File: src/rtl/cpu_pkg.sv
// Shared types and constants for the instruction-fetch slice.
// Widths, the NOP word and the fetch FSM encoding live here.
package cpu_pkg;

  localparam int INSTR_W = 32;
  localparam int ADDR_W  = 32;
  localparam logic [INSTR_W-1:0] NOP = 32'h0000_0000;

  // One IF/ID payload: {pc, pc_plus4, instr}
  localparam int IFID_W = 2 * ADDR_W + INSTR_W;

  typedef enum logic [1:0] {
    FETCH   = 2'd0,
    SKID    = 2'd1,
    DISCARD = 2'd2
  } fetch_state_t;

endpackage

File: src/rtl/fetch_skid_buffer.sv
// Single-entry holding register for one fetched {pc, pc_plus4, instr} payload.
// Clear wins over load, load wins over unload.
module fetch_skid_buffer
  import cpu_pkg::*;
(
  input  logic              Clk,
  input  logic              Rst_n,
  input  logic              load,
  input  logic              unload,
  input  logic              clear,
  input  logic [IFID_W-1:0] load_data,
  output logic [IFID_W-1:0] data,
  output logic              full
);

  logic [IFID_W-1:0] data_reg;
  logic              full_reg;

  always_ff @(posedge Clk or negedge Rst_n) begin
    if (!Rst_n) begin
      data_reg <= '0;
      full_reg <= 1'b0;
    end else if (clear) begin
      full_reg <= 1'b0;
    end else if (load) begin
      data_reg <= load_data;
      full_reg <= 1'b1;
    end else if (unload) begin
      full_reg <= 1'b0;
    end
  end

  assign data = data_reg;
  assign full = full_reg;

endmodule

File: src/rtl/fetch_stage.sv
// Instruction-fetch stage: owns the PC, runs the imem req/ack handshake and
// registers each fetched word into IF/ID, using a one-entry skid when decode stalls.
module fetch_stage
  import cpu_pkg::*;
#(
  parameter logic [ADDR_W-1:0] RESET_PC = 32'h0000_0000,
  parameter logic [ADDR_W-1:0] PC_INC   = 32'd4
) (
  input  logic               Clk,
  input  logic               Rst_n,
  input  logic               redirect,
  input  logic [ADDR_W-1:0]  redirect_pc,
  input  logic               id_stall,
  output logic               imem_req,
  output logic [ADDR_W-1:0]  imem_addr,
  input  logic               imem_ack,
  input  logic [INSTR_W-1:0] imem_rdata,
  output logic               ifid_valid,
  output logic [ADDR_W-1:0]  ifid_pc,
  output logic [ADDR_W-1:0]  ifid_pc_plus4,
  output logic [INSTR_W-1:0] ifid_instr
);

  fetch_state_t      state_reg, state_next;
  logic [ADDR_W-1:0] pc_reg, pc_next;
  logic [ADDR_W-1:0] target_reg, target_next;
  logic              started_reg;
  logic              valid_reg, valid_next;
  logic [IFID_W-1:0] ifid_data_reg, ifid_data_next;

  logic              skid_load, skid_unload, skid_clear, skid_full;
  logic [IFID_W-1:0] skid_data;

  logic [ADDR_W-1:0] pc_plus_inc;
  logic [IFID_W-1:0] fetch_word;
  logic              ack_seen;
  logic              ifid_free;

  assign pc_plus_inc = pc_reg + PC_INC;
  assign fetch_word  = {pc_reg, pc_plus_inc, imem_rdata};
  assign ifid_free   = !valid_reg || !id_stall;

  // started_reg keeps the request low until the first edge after reset release
  assign imem_req  = started_reg && (state_reg != SKID);
  assign imem_addr = pc_reg;
  assign ack_seen  = imem_req && imem_ack;

  always_ff @(posedge Clk or negedge Rst_n) begin
    if (!Rst_n) begin
      state_reg     <= FETCH;
      pc_reg        <= RESET_PC;
      target_reg    <= RESET_PC;
      started_reg   <= 1'b0;
      valid_reg     <= 1'b0;
      ifid_data_reg <= '0;
    end else begin
      state_reg     <= state_next;
      pc_reg        <= pc_next;
      target_reg    <= target_next;
      started_reg   <= 1'b1;
      valid_reg     <= valid_next;
      ifid_data_reg <= ifid_data_next;
    end
  end

  always_comb begin
    state_next     = state_reg;
    pc_next        = pc_reg;
    target_next    = target_reg;
    valid_next     = valid_reg;
    ifid_data_next = ifid_data_reg;
    skid_load      = 1'b0;
    skid_unload    = 1'b0;
    skid_clear     = 1'b0;

    if (redirect) begin
      valid_next = 1'b0;
      skid_clear = 1'b0 | 1'b1;
      if (imem_req && !imem_ack) begin
        // An outstanding request cannot be abandoned: keep its address, park the target
        state_next  = DISCARD;
        target_next = redirect_pc;
      end else begin
        state_next = FETCH;
        pc_next    = redirect_pc;
      end
    end else begin
      if (ifid_free) begin
        valid_next = 1'b0;
      end
      unique case (state_reg)
        FETCH: begin
          if (ack_seen) begin
            pc_next = pc_plus_inc;
            if (ifid_free) begin
              ifid_data_next = fetch_word;
              valid_next     = 1'b1;
            end else begin
              skid_load  = 1'b1;
              state_next = SKID;
            end
          end
        end
        SKID: begin
          if (!id_stall) begin
            if (skid_full) begin
              ifid_data_next = skid_data;
              valid_next     = 1'b1;
            end
            skid_unload = 1'b1;
            state_next  = FETCH;
          end
        end
        DISCARD: begin
          if (ack_seen) begin
            pc_next    = target_reg;
            state_next = FETCH;
          end
        end
        default: state_next = FETCH;
      endcase
    end
  end

  fetch_skid_buffer u_skid (
    .Clk       (Clk),
    .Rst_n     (Rst_n),
    .load      (skid_load),
    .unload    (skid_unload),
    .clear     (skid_clear),
    .load_data (fetch_word),
    .data      (skid_data),
    .full      (skid_full)
  );

  assign ifid_valid    = valid_reg;
  assign ifid_pc       = ifid_data_reg[IFID_W-1 -: ADDR_W];
  assign ifid_pc_plus4 = ifid_data_reg[INSTR_W +: ADDR_W];
  assign ifid_instr    = ifid_data_reg[INSTR_W-1:0];

endmodule

File: config.mk
export PLATFORM = sky130hd
export DESIGN_NAME = fetch_stage
export DESIGN_NICKNAME = d
export VERILOG_FILES = /design/src/rtl/cpu_pkg.sv /design/src/rtl/fetch_skid_buffer.sv /design/src/rtl/fetch_stage.sv
export SDC_FILE = /design/constraint.sdc
export NUM_CORES = 1
export LEC_CHECK = 0
export CELL_PAD_IN_SITES_DETAIL_PLACEMENT = 0
export CELL_PAD_IN_SITES_GLOBAL_PLACEMENT = 1
export CORE_AREA = 2 2 175 177
export DETAILED_ROUTE_END_ITERATION = 12
export DIE_AREA = 0 0 177 179
export PLACE_DENSITY = 0.84
export SLEW_MARGIN = 5
export SYNTH_ARGS = -nofsm -noshare
export SYNTH_HDL_FRONTEND = slang
export SYNTH_SLANG_ARGS = --single-unit
export TNS_END_PERCENT = 5
File: constraint.sdc
create_clock -name Clk -period 2.1 [get_ports Clk]
set_input_delay 0.42 -clock Clk [delete_from_list [all_inputs] [get_ports Clk]]
set_output_delay 0.42 -clock Clk [all_outputs]
set_load 0.05 [all_outputs]
-- Word-level counts from Yosys, hierarchy flattened
Cells that the tools add are included.
- add/subtract/negate cells: 1
- $mul: 0
- div/mod/pow operators: 0
- $lt $le $gt $ge: 0
- equal/unequal tests: 12
- shifts and indexed selects: 0
- muxes and demuxes: 35
- bitwise operators: 2
- reduce and logical (&&, ||, !) cells: 16
- operators by type and width (cell ; number):
    $mux W96 ; 4
    $pmux W96 S2 ; 1
    $mux W32 ; 4
    $pmux W32 S2 ; 1
    $add A32 B3 Y32 const B ; 1
    $mux W1 ; 17
    $mux W2 ; 6
    $ne A3 B3 Y1 const B ; 4
    $ne A2 B2 Y1 const B ; 4
    $reduce_and A4 Y1 ; 2
    $pmux W2 S3 ; 1
    $reduce_and A6 Y1 ; 1
    $reduce_bool A3 Y1 ; 2
    $ne A2 B1 Y1 const B ; 2
    $reduce_and A2 Y1 ; 2
    $logic_and A1 B1 Y1 ; 3
    $logic_not A1 Y1 ; 3
    $eq A2 B1 Y1 const B ; 1
    $eq A2 B2 Y1 const B ; 1
    $logic_not A2 Y1 ; 1
    $not A1 Y1 ; 2
    $pmux W1 S2 ; 1
    $reduce_bool A2 Y1 ; 1
    $logic_or A1 B1 Y1 ; 1
- bits in registers: 261
- latch bits: 0
- bits in writable memories: 0
- bits in read-only memories: 0
- bits of input ports: 69
- output and inout bits: 130
- logic and storage cells: 74
- memories kept: 0

-- Logic depth before layout (Yosys ltp)
Gate-level depths: netlist of the first run.
- word-level depth: 8
- depth in mapped cells: 9
- mapped depth without buffers: 6

-- By module
Synthesis of the first run repeated with hierarchy kept, for this count alone.
- cells, all modules: 1134
- area total of the unflattened synthesis: 12162.9 um^2
- modules (own cells, without submodules) (module ; times used ; cells an instance ; area each (um^2) ; seq. area each (um^2)):
    fetch_stage ; 1 ; 926 ; 8351.8 ; 4103.9
    fetch_skid_buffer ; 1 ; 208 ; 3811.2 ; 2427.3

-- Least setup slack after synthesis of the first run
Ideal clock, no wire load.
- path kind: flip-flop to flip-flop
- from: reg pc_reg[3] (netlist: imem_addr[3])
- to: reg ifid_data_reg[52]
- library setup time: 131 ps
- arrival time: 1981 ps
- required time: 1969 ps
- path slack: -12 ps
- cell stages (with the launch flop): 7
- buffers on the path: 0
- clock period less this slack: 2112 ps
- path through: dfrtp_1 ha_1 nand4_2 nor4_4 nand2_1 a221oi_1 nor3_1
- cells in the longest elaborated chain, start to end: 4
- ends and longest elaborated chain (element ; RTL line ; source):
    start, declared ; fetch_stage.sv:25 ; logic [ADDR_W-1:0] pc_reg, pc_next;
    start signal, assigned ; fetch_stage.sv:58 ; pc_reg <= pc_next;
    $add A32 B3 Y32 ; fetch_stage.sv:39 ; assign pc_plus_inc = pc_reg + PC_INC;
    $mux W96 ; fetch_stage.sv:95 ; if (ifid_free) begin
    $mux W96 ; fetch_stage.sv:93 ; if (ack_seen) begin
    $pmux W96 S2 ; fetch_stage.sv:91 ; unique case (state_reg)
    end signal, assigned ; fetch_stage.sv:62 ; ifid_data_reg <= ifid_data_next;
    end, declared ; fetch_stage.sv:29 ; logic [IFID_W-1:0] ifid_data_reg, ifid_data_next;
Every way passes these cells. The select of a mux whose other input is x is not followed.
A chain may end at the register's enable or synchronous reset.

-- Final worst setup path of the first run
- from: reg pc_reg[3] (netlist: imem_addr[3])
- to: reg ifid_data_reg[62]
Same word-level chain as after synthesis.

==> qor.csv, run 1 <==
metric;value;unit
Worst Setup End Kind;register;
Remaining DRCs;0;
crit path launch type;register;
wire per inst;17.6;um
final layout net count;1657;
sequential cell area fraction in the yosys report;0.533;
reg-to-reg slack, setup;0.02;ns
root buffer cell;clkbuf_16;
Distinct cells, synth;60;
FMAX;0.482;GHz
number of sinks handled by clock tree synthesis;257;
Std-Cell Rows;64;
Post-Route Skew;0.00942;ns
share of cells above drive strength 1;0.168;
total gr overflow;0;
maximum fanout encountered on the critical timing path;6;
count of state elements after synthesis;257;
wire length of the first global-routing pass;56.0;mm
WS Path Type;register to register;
clock latency of the later-clocked register in the worst-skew pair;0.54;ns
final estimated routing congestion in global placement;0.862;
Max Slew Vio Count;0;
required time at the endpoint of the critical path;2.55;ns
combinational cell fraction of total power;0.334;
Internal Pwr Total;10.6;mW
number of vias after detailed routing;10491;
worst slew slack as a fraction of its limit;0.636;
CTS tree;built;
Final HPWL DP;25.0;mm
largest cells by area after synthesis;dfrtp_1 (53%), nand2_1 (13%), a31oi_1 (3.9%);
Port Buf Inserts;198;
Yosys warning count;0;
Main synth FF type;dfrtp_1;
design area;15900;um2
DIE WIDTH;177;um
combined global-route utilization of all metal layers;0.222;
data arrival time of the critical path;2.53;ns
hold violation total from the final report;0;
effective utilization at floorplan;0.401;
clock buffer count from CTS;29;
part of the power in registers;0.388;
maximum count of clock buffers along a single path;3;
vertical die dimension;179;um
number of global-route vias before repair;10184;
proportion of power drawn by the clock network;0.279;
average instance area after synthesis;8.91;um2
clock-pin slew of the registers on the worst-case setup and hold paths;0.06;ns
CTS H-tree depth;1;
Area growth, synth to finish;32.2;%
I/O pin count;199;
number of maximum-capacitance constraint violations;0;
area share of the largest cell type after synthesis;0.533;
Leakage;7.35;nW
critical path, cell by cell;ha_2 -> nand4_2 -> buf_4 -> nor4_4 -> buf_4 -> nand4_2 -> xor2_2 -> o22ai_1;
RSZ-0062 raised after global routing;true;
area inside the core boundary;30000;um2
TritonRoute pass-1 iters;5;
residual antenna-violating net count after detailed routing;0;
fraction of power spent switching nets;0.385;
hold slack final;0.370;ns
number of fill cells in the layout;2765;
Reg-to-Reg End;ifid_data_reg[62]$_DFFE_PN0P_;
dominant cell type by area after synthesis;dfrtp_1;
cell types with the highest counts after synthesis;nand2_1 (412), dfrtp_1 (257), nor2_1 (119), o21ai_0 (78), a31oi_1 (75);
summed negative setup slack over all endpoints;0;ns
drt via density;5.24;
depth of the worst register-to-register path;8;
post-synthesis instance area;12100;um2
Mapped Cells;1353;
detailed router's first-iteration violation count;864;
origin of the critical flop-to-flop path;imem_addr[3]$_DFFE_PN0P_;
final critical-path share of the clock period;0.989;
number of inserted diodes;0;
switching component of the power;6.63;mW
result of the run;completed;
pin count of the biggest net entering global routing;97;
ratio of total power to cell area;1080;nW/um2
leading cell type by number of instances after synthesis;nand2_1;
number of buffer and inverter instances along the worst setup path;2;
crit-path max cell delay;0.43;ns
antenna violations before repair;0;
number of enable-type register cells in the synthesized netlist;0;
library cell contributing the largest single delay on the critical path;dfrtp_2;
Final Routed Wirelength;35.3;mm
Die Footprint;31700;um2
Placement Cell Area;15100;um2
async set-or-reset flop fraction in the synthesized netlist;1.00;
Worst Max-Slew Pin Slew;0.548;ns
dominant delay contributor by cell family on the critical path;simple AND/OR/NAND/NOR gates;
Peak VDD IR;579;uV
Min-Delay Path Class;input port to asynchronous set/reset pin;
syn_nets;1423;
post-route minimum period;2.08;ns
number of failing setup endpoints in the final timing report;0;
stage by stage:
step	worst slack, ns	instances	total power [mW]	utilization
global route	-0.0440	2003	18.0	0.531
finish	0.0240	2003	17.2	0.531
detailed placement	-0.272	1950	12.8	0.503
CTS	0.0192	2002	17.3	0.530
floorplan	0.00937	1353	10.4	-
global placement	-0.231	1950	12.7	0.503
cells by family after synthesis:
group	synth area share
AO/OA/AOI/OAI	0.140
XOR/XNOR	0.0153
adder cells (fa/ha/maj)	0.00104
buffers and inverters	0.0484
flip-flops	0.533
multiplexers	0.0334
other	0.000311
AND/OR/NAND/NOR	0.229
layout by cell type (no fill, tap or decap), types with 3 or more instances in the layout:
master / instances
a211oi_1: 3
a21oi_1: 44
a22o_1: 3
a2bb2oi_1: 19
a31oi_1: 75
and3_1: 12
and4_1: 4
buf_12: 23
buf_4: 136
clkbuf_1: 9
clkbuf_16: 29
clkbuf_8: 8
clkdlybuf4s50_1: 67
clkinv_2: 4
dfrtp_1: 253
dfrtp_2: 4
dlygate4sd2_1: 89
inv_1: 11
mux2_2: 34
nand2_1: 412
nand3_1: 17
nand4_1: 10
nand4_2: 3
nor2_1: 118
nor3_1: 23
nor4_1: 3
nor4_4: 3
o211ai_1: 5
o21a_1: 4
o21ai_0: 78
o21ai_1: 5
o221ai_1: 5
o22a_1: 5
o22ai_1: 9
or2_2: 3
or3_1: 12
xnor2_1: 10
xor2_1: 10
per-layer routing:
metal,up-vias,track usage,routed length [um]
met1,5027,0.324,16500
met2,352,0.348,15800
met5,-,0,0
met4,0,0.0534,613
met3,41,0.0335,2310
li1,5071,-,-
worst max-delay path by stage:
stage	start	endpoint	slack [ns]	depth (start not counted)
after floorplan	imem_addr[8]$_DFFE_PN0P_	ifid_data_reg[52]$_DFFE_PN0P_	0.009	6
after global placement	redirect	ifid_data_reg[9]$_DFFE_PN0P_	-0.23	7
after detailed placement	redirect	ifid_data_reg[94]$_DFFE_PN0P_	-0.27	7
after CTS	imem_addr[3]$_DFFE_PN0P_	ifid_data_reg[59]$_DFFE_PN0P_	0.02	5
after global routing	imem_addr[3]$_DFFE_PN0P_	ifid_data_reg[62]$_DFFE_PN0P_	-0.04	8
final	imem_addr[3]$_DFFE_PN0P_	ifid_data_reg[62]$_DFFE_PN0P_	0.02	8
repair_timing:
item	4_1_cts	5_1_grt
buffers inserted	0	1
hold buffers	1	0
pin swaps	0	2
resized for setup	90	6
endpoints found under the setup margin	90	11
endpoints found under the hold margin	35	0
area by class of cell:
cell class | instances | area [um2] | share of cell area
Clock buffer | 46 | 870 | 0.0546
Clock inverter | 5 | 27.5 | 0.00173
Timing Repair Buffer | 317 | 2960 | 0.185
Inverter | 11 | 41.3 | 0.00259
Sequential cell | 257 | 6440 | 0.404
Tap cell | 396 | 495 | 0.0311
Multi-Input combinational cell | 971 | 5110 | 0.321
worst reg2reg max path, stage by stage, from the launching register on:
cell and delay (ns):
dfrtp_2 0.43, ha_2 0.23, nand4_2 0.10, buf_4 0.18
nor4_4 0.26, buf_4 0.19, nand4_2 0.22, xor2_2 0.23
o22ai_1 0.16
power groups by stage:
stage / Combinational, mW / Clock, mW / Sequential [mW]
6_report: 5.74 / 4.79 / 6.67
5_1_grt: 6.12 / 5.09 / 6.79
4_1_cts: 5.75 / 4.89 / 6.67
3_5_place_dp: 6.06 / 0 / 6.77
3_3_place_gp: 5.98 / 0 / 6.74
2_1_floorplan: 1.72 / 0 / 8.70
No activity file was read; power rests on OpenSTA's default activity.
==> inputs of run 2 (changes only) <==
--- a/config.mk
+++ b/config.mk
@@ -10,6 +10,7 @@
 export CORE_AREA = 2 2 175 177
 export DETAILED_ROUTE_END_ITERATION = 12
 export DIE_AREA = 0 0 177 179
+export HOLD_SLACK_MARGIN = 0.02
 export PLACE_DENSITY = 0.84
 export SLEW_MARGIN = 5
 export SYNTH_ARGS = -nofsm -noshare
==> results of run 2 <==
Same layout as run 1: the final DEF is identical, and so are final timing and power.
